<file path="src/rtl/pipe_pkg.sv">
`default_nettype none
// ============================================================================
//  Module      : pipe_pkg
//  Description : Shared constants and types for the five-stage pipeline.
//  Revision    : 1.0 - initial release
// ============================================================================
package pipe_pkg;

  // Control field widths carried into ID/EX
  localparam int WB_W = 2;
  localparam int M_W  = 3;
  localparam int EX_W = 4;

  // Bit positions inside the M control field
  localparam int M_BRANCH   = 2;
  localparam int M_MEMREAD  = 1;
  localparam int M_MEMWRITE = 0;

  // Instruction placed in a killed or empty slot
  localparam logic [31:0] NOP_INSTR = 32'h0;

  // IF/ID pipeline register contents
  typedef struct packed {
    logic        valid;
    logic [31:0] pc4;
    logic [31:0] instr;
  } if_id_t;

  localparam if_id_t IF_ID_EMPTY = '{valid: 1'b0, pc4: 32'h0, instr: NOP_INSTR};

endpackage
`default_nettype wire

</file>
<file path="src/rtl/regfile.sv">
`default_nettype none
// ============================================================================
//  Module      : regfile
//  Description : 32x32 register file, two combinational read ports, one write
//                port, with write-through bypass from the write port.
//  Revision    : 1.0 - initial release
// ============================================================================
module regfile (
  input  logic        clk,
  input  logic        rst,
  input  logic [4:0]  ra_addr,
  input  logic [4:0]  rb_addr,
  output logic [31:0] ra_data,
  output logic [31:0] rb_data,
  input  logic        we,
  input  logic [4:0]  waddr,
  input  logic [31:0] wdata
);

  logic [31:0][31:0] regs_q;
  logic [31:0][31:0] regs_d;
  logic              w_wr_en;

  // r0 is hardwired to zero, so writes to it are dropped
  assign w_wr_en = we && (waddr != 5'd0);

  // Next-state of the array: one entry updated on a qualified write
  always_comb begin
    regs_d = regs_q;
    if (w_wr_en) begin
      regs_d[waddr] = wdata;
    end
  end

  // Storage update; reset clears every entry
  always_ff @(posedge clk) begin
    if (rst) begin
      regs_q <= '0;
    end else begin
      regs_q <= regs_d;
    end
  end

  // Read ports: same-cycle writeback wins over stored value, r0 reads zero
  always_comb begin
    ra_data = (ra_addr == 5'd0) ? 32'h0 : regs_q[ra_addr];
    rb_data = (rb_addr == 5'd0) ? 32'h0 : regs_q[rb_addr];
    if (w_wr_en && (waddr == ra_addr)) begin
      ra_data = wdata;
    end
    if (w_wr_en && (waddr == rb_addr)) begin
      rb_data = wdata;
    end
  end

endmodule
`default_nettype wire

</file>
<file path="src/rtl/id_stage.sv">
`default_nettype none
// ============================================================================
//  Module      : id_stage
//  Description : Instruction decode stage: IF/ID register, register file with
//                writeback bypass, load-use hazard detection and bubbling of
//                the control fields handed to ID/EX.
//  Revision    : 1.0 - initial release
// ============================================================================
module id_stage
  import pipe_pkg::*;
(
  input  logic              clk,
  input  logic              rst,
  input  logic [31:0]       if_pc4,
  input  logic [31:0]       if_instr,
  input  logic              if_valid,
  input  logic              flush,
  input  logic              ex_memread,
  input  logic [4:0]        ex_rt,
  input  logic              wb_we,
  input  logic [4:0]        wb_addr,
  input  logic [31:0]       wb_data,
  input  logic [WB_W-1:0]   dec_wb,
  input  logic [M_W-1:0]    dec_m,
  input  logic [EX_W-1:0]   dec_ex,
  output logic [31:0]       id_instr,
  output logic [31:0]       id_pc4,
  output logic [4:0]        rs,
  output logic [4:0]        rt,
  output logic [4:0]        rd,
  output logic [31:0]       busA,
  output logic [31:0]       busB,
  output logic [WB_W-1:0]   wb_out,
  output logic [M_W-1:0]    m_out,
  output logic [EX_W-1:0]   ex_out,
  output logic              pc_write,
  output logic              stall
);

  if_id_t if_id_q;
  if_id_t if_id_d;
  logic   w_bubble;

  // IF/ID next value: flush kills the slot, stall holds it, else load from IF
  always_comb begin
    if_id_d = if_id_q;
    if (flush) begin
      if_id_d = IF_ID_EMPTY;
    end else if (!stall) begin
      if_id_d = '{valid: if_valid, pc4: if_pc4, instr: if_instr};
    end
  end

  // IF/ID pipeline register
  always_ff @(posedge clk) begin
    if (rst) begin
      if_id_q <= IF_ID_EMPTY;
    end else begin
      if_id_q <= if_id_d;
    end
  end

  assign id_instr = if_id_q.instr;
  assign id_pc4   = if_id_q.pc4;
  assign rs       = if_id_q.instr[25:21];
  assign rt       = if_id_q.instr[20:16];
  assign rd       = if_id_q.instr[15:11];

  // Load-use hazard: the load in EX targets a source of the instruction in ID
  always_comb begin
    stall    = if_id_q.valid && ex_memread && (ex_rt != 5'd0) &&
               ((ex_rt == rs) || (ex_rt == rt));
    pc_write = !stall;
    w_bubble = stall || !if_id_q.valid;
  end

  // Control fields to ID/EX, zeroed when this slot must not execute
  always_comb begin
    wb_out = '0;
    m_out  = '0;
    ex_out = '0;
    if (!w_bubble) begin
      wb_out = dec_wb;
      m_out  = dec_m;
      ex_out = dec_ex;
    end
  end

  regfile u_regfile (
    .clk     (clk),
    .rst     (rst),
    .ra_addr (rs),
    .rb_addr (rt),
    .ra_data (busA),
    .rb_data (busB),
    .we      (wb_we),
    .waddr   (wb_addr),
    .wdata   (wb_data)
  );

endmodule
`default_nettype wire

</file>
<file path="config.mk">
export PLATFORM = sky130hd
export DESIGN_NAME = id_stage
export DESIGN_NICKNAME = d
export VERILOG_FILES = /design/src/rtl/pipe_pkg.sv /design/src/rtl/regfile.sv /design/src/rtl/id_stage.sv
export SDC_FILE = /design/constraint.sdc
export NUM_CORES = 2
export LEC_CHECK = 0
export ABC_CLOCK_PERIOD_IN_PS = 5200
export BUFFER_PORTS_ARGS = -buffer_cell sky130_fd_sc_hd__buf_2
export CAP_MARGIN = 5
export CORE_ASPECT_RATIO = 1.5
export CORE_MARGIN = 2
export CORE_UTILIZATION = 36
export DETAILED_ROUTE_END_ITERATION = 6
export HOLD_SLACK_MARGIN = 0.03
export SLEW_MARGIN = 20
export SYNTH_ARGS = -nofsm -noshare
export SYNTH_HDL_FRONTEND = slang
export SYNTH_SLANG_ARGS = --single-unit
</file>
<file path="constraint.sdc">
create_clock -name clk -period 5.2 [get_ports clk]
set_clock_uncertainty 0.2 [all_clocks]
set_input_delay 0.26 -clock clk [delete_from_list [all_inputs] [get_ports clk]]
set_output_delay 0.26 -clock clk [all_outputs]
set_load 0.02 [all_outputs]
</file>
# Word level (Yosys, flattened, before mapping)
# Index checks and enable logic that the tools add are counted.
# W data, S select, Z words.
# totals
latch_bits,0
memories,0
ramBits,0
in_bits,121
output_inout_bits,154
mem_bits_ro,0
wordCells,73
reg_bits,1089
# op_classes
addsub,0
n_reduce_logical,16
div,0
multipliers,0
eq_ne,4
n_mux,14
n_shift,0
n_lt_le_gt_ge,4
bitwise,0
# op_table
operator,n
$bwmux W1024,1
$bmux W32 S5,2
$mux W32,7
$demux W32 S5,1
$eq A5 B5 Y1,4
$lt A5 B6 Y1 const B,3
$logic_not A5 Y1,2
$reduce_bool A5 Y1,2
$logic_and A1 B1 Y1,7
$ge A5 B1 Y1 const B,1
$mux W4,1
$mux W3,1
$logic_not A1 Y1,2
$logic_or A1 B1 Y1,2
$mux W2,1
$reduce_or A2 Y1,1

# Logic depth before layout (Yosys ltp)
# depth
word_depth,5
ltp_mapped,10
ltp_nobuf,6

# Cells and area by module
# A second synthesis with hierarchy kept.
# hier_totals
hier_cells,6616
hier_area_um2,55968.7
# by_module_without_submodules
mod,cells_each,n_inst,seq_area_each_um2,area_each_um2
regfile,6228,1,20499.7,52624.2
id_stage,388,1,1301.2,3344.5

# Worst setup path after synthesis
# Ideal clock, no wire load.
# synth_timing
path_type,reg-to-output
start,register if_id_q (netlist bit id_instr[22])
end,output port busA[10]
t_arrival_ns,2.361
slack_ns,2.379
path_buffers,4
stages_incl_launch_ff,9
path_cell_list,dfxtp_1 -> buf_2 -> buf_2 -> clkbuf_1 -> buf_1 -> mux4_2 -> a22oi_1 -> nand2_1 -> a221o_1
# synth_between
elab_chain_cells,4
# synth_lines
item,line,text
"start, declared",id_stage.sv:40,if_id_t if_id_q;
"start signal, assigned",id_stage.sv:59,if_id_q <= if_id_d;
$bmux W32 S5,regfile.sv:46,ra_data = (ra_addr == 5'd0) ? 32'h0 : regs_q[ra_addr];
$mux W32 (implied by the code),regfile.sv:46,
$mux W32,regfile.sv:46,
$mux W32 *,regfile.sv:48,if (w_wr_en && (waddr == ra_addr)) begin
"end, declared",id_stage.sv:31,"output logic [31:0] busA,"
# Every way passes the cells marked *; elsewhere a longest branch is shown, timed or not. The select of a mux whose other input is x is not followed.

# Final worst setup path
# layout_timing
start,register if_id_q (netlist bit id_instr[18])
end,output port busB[5]
# layout_between
elab_chain_cells,4
# layout_lines
item,line,text
$bmux W32 S5,regfile.sv:47,rb_data = (rb_addr == 5'd0) ? 32'h0 : regs_q[rb_addr];
$mux W32 (implied by the code),regfile.sv:47,
$mux W32,regfile.sv:47,
$mux W32 *,regfile.sv:51,if (w_wr_en && (waddr == rb_addr)) begin
"end, declared",id_stage.sv:32,"output logic [31:0] busB,"
# Marks and branches as above.

==> run metrics <==
port bufs=274; Via density=6.05; Pwr Density=297 nW/um^2; Worst path max stage delay=0.92 ns; startpoint types=flop; Mean Syn Cell Area=8.72 um^2; yosys warns=0; CTS tree=done; Cell Count, Final, Fillers Out=8322; delay-heaviest family, CP=simple AND/OR/NAND/NOR gates; capturing element type of the critical path=output port; fmax=215 MHz; Hold Fails Final Rpt=0; routed wire length=230 mm; Rel. slew slack=0.181; Hold Crit Start=wb_addr[3]; Die Width=323 um; post-route DRC violation count=0; crit path DAT=4.19 ns; Netlist Area Pre-Place=55100 um^2; Cell Rows=175; leakage=19.8 nW; Worst R2R Start=id_instr[18]$_SDFFE_PP0P_; crit share post-route=0.894; crit path cell chain=or3b_2 > buf_4 > o221ai_1 > a21oi_1 > nand2_1 > a32o_1 > buf_2; Main synth FF type=dfxtp_1; Reg clk slew, reported paths=0.07 ns; cell taking the most area after synthesis=dfxtp_1; share of layout cells above drive strength 1=0.193; # IOs=275; post-synthesis net count=6435; CTS Buf Count=108; Clock power frac=0.460; sequential fraction of the synthesis area=0.396; Sink Count=1089; Worst-Margin Slew=1.23 ns; Worst Path Max Fanout=39; sequential share of power=0.460; Root Driver=clkbuf_16; Hold Crit Class=input pin to flop; Routed Antenna Nets=0; fraction of registers with async set or reset after synthesis=0; Synth cell types=47; Final #Nets=6307; VDD IR-drop max=272 uV; Finish-stage setup viols=0; Post-synth top cells=nand2_1, a21oi_1, dfxtp_1; area growth from synthesis to layout=13.3%; later-pin clock latency in the skew report=0.76 ns; RSZ-0062 raised after global routing=no; Post-synth EDFFs=0; max-cap check violation count=0; grt ovf=0; Final GP Congestion=0.868; initial core utilization=0.363; top post-synthesis cells by area=dfxtp_1, mux4_2, nand2_1; first-pass GRT wire length=332 mm; hold slack=0.0943 ns; vias in the first global route=48446; Core Area=152000 um^2; Tot Pwr=18.5 mW; critical path class=flop to output port; Pint=13.7 mW; post-cts resize count=0; setup slack, reg-to-reg=1.46 ns; hpwl dp=135 mm; most frequent cell after synthesis=nand2_1; Comb power frac=0.081; outcome=completed; initial antenna violation count=7; Mapped Cells=6314; largest net degree at the start of global routing=213; setup tns final=0 ns; Crit. Startpoint=id_instr[18]$_SDFFE_PP0P_; vias=50370; Die ar.=156000 um^2; drt first pass iters=6; crit path max-delay cell type=dfxtp_4; Die Span Y=483 um; Yosys top cell area share=0.396; Final Critical Period=4.65 ns; Sw Share=0.259; H-tree levels=3; gr usage total=0.287; net switching power=4.79 mW; Slew Viols, Final=0; CP required=4.74 ns; placed insts=8007; buffer levels on the longest clock path=3; Buf+Inv Stages, Crit Path=2; number of synthesized register bits=1089; WL per Instance=27.7 um; initial DRC count=6447
-- final timing paths --
kind,end,cells after the start
max,busB[5],7
min,u_regfile.regs_q[770]$_SDFFE_PP0P_,5
max reg2reg,id_pc4[21]$_SDFFE_PP0P_,7
min reg2reg,id_pc4[9]$_SDFFE_PP0P_,2
-- worst reg2reg max path, delay by kind of cell, from the launching register on --
kind	cells	cell delay, ns
flops	1	0.92
buf+inv	2	1.15
compound gates	2	0.88
simple gates	2	0.29
xor+xnor	1	0.21
-- per-stage QoR --
step	utilization	worst slack, ns	area, um^2
2_1_floorplan	-	2.38	55100
6_report	0.411	0.552	62400
3_3_place_gp	0.379	1.46	57400
3_5_place_dp	0.379	1.42	57500
4_1_cts	0.411	0.649	62400
5_1_grt	0.411	0.585	62400
-- placed cells by master, fill, tap and decap left out, types with 6 or more instances in the layout --
cell type | Yosys | routed
buf_4 | 87 | 119
mux2_2 | 53 | 53
a21oi_1 | 1105 | 1105
xnor2_1 | 19 | 19
a211oi_1 | 20 | 20
mux4_2 | 463 | 463
and3_1 | 9 | 9
a22oi_1 | 101 | 101
a32o_1 | 32 | 32
nand2_2 | 0 | 31
nand3_1 | 76 | 76
diode_2 | 0 | 9
nor2_4 | 0 | 34
o211ai_1 | 8 | 8
o21ai_1 | 64 | 64
a221o_1 | 49 | 49
nor2b_1 | 74 | 67
clkbuf_1 | 560 | 20
bufinv_16 | 0 | 11
clkbuf_8 | 0 | 32
nor2_1 | 41 | 7
dfxtp_1 | 1089 | 1080
mux2i_1 | 135 | 135
clkbuf_16 | 0 | 109
dfxtp_4 | 0 | 9
dlygate4sd3_1 | 0 | 103
buf_12 | 0 | 24
buf_2 | 63 | 273
mux2_1 | 6 | 6
clkinv_2 | 0 | 18
nand2_1 | 2112 | 2081
o221ai_1 | 25 | 25
o22ai_1 | 33 | 32
-- cells by family (layout without fill, tap and decap cells) --
group / after synthesis / count (layout) / share of synthesized area
buffers and inverters: 761 / 725 / 0.0606
XOR/XNOR: 20 / 20 / 0.00318
flip-flops: 1089 / 1089 / 0.396
AO/OA/AOI/OAI: 1443 / 1443 / 0.147
other: 0 / 9 / 0
multiplexers: 657 / 657 / 0.226
AND/OR/NAND/NOR: 2344 / 2344 / 0.167
-- layout make-up --
class,count,area [um^2]
inverter,1,3.75
tap,2035,2550
timing repair buffer,522,3840
sequential,1089,21800
multi-input combinational,4464,30300
clock inverter,41,568
fill,14706,89300
clock buffer,161,3240
antenna,9,22.5
-- metal layers --
metal	GRT usage	wire length (um)	part of all wire	up-vias
li1	-	-	-	21688
met1	0.351	82400	0.36	24613
met2	0.454	106000	0.46	3175
met3	0.0586	23800	0.10	890
met4	0.195	18100	0.078	4
met5	0	27	0.00012	-
-- repair_timing --
item	in CTS	in global routing
buffers inserted	0	0
hold endpoints to repair	1060	0
hold buffers	103	0
-- sequential cells by signal, summed over array words and instances (netlist names) --
| register | flops |
|---|---|
| u_regfile.regs_q | 1024 |
| id_instr | 32 |
| id_pc4 | 32 |
| if_id_q | 1 |
-- power by group through the flow --
stage,clock [mW],combinational [mW],sequential [mW]
after floorplan,0,0.939,8.64
after global placement,0,1.39,8.70
after detailed placement,0,1.40,8.70
after CTS,8.56,1.47,8.51
after global routing,8.88,1.56,8.52
final,8.52,1.50,8.52
No activity file was read; power rests on OpenSTA's default activity.
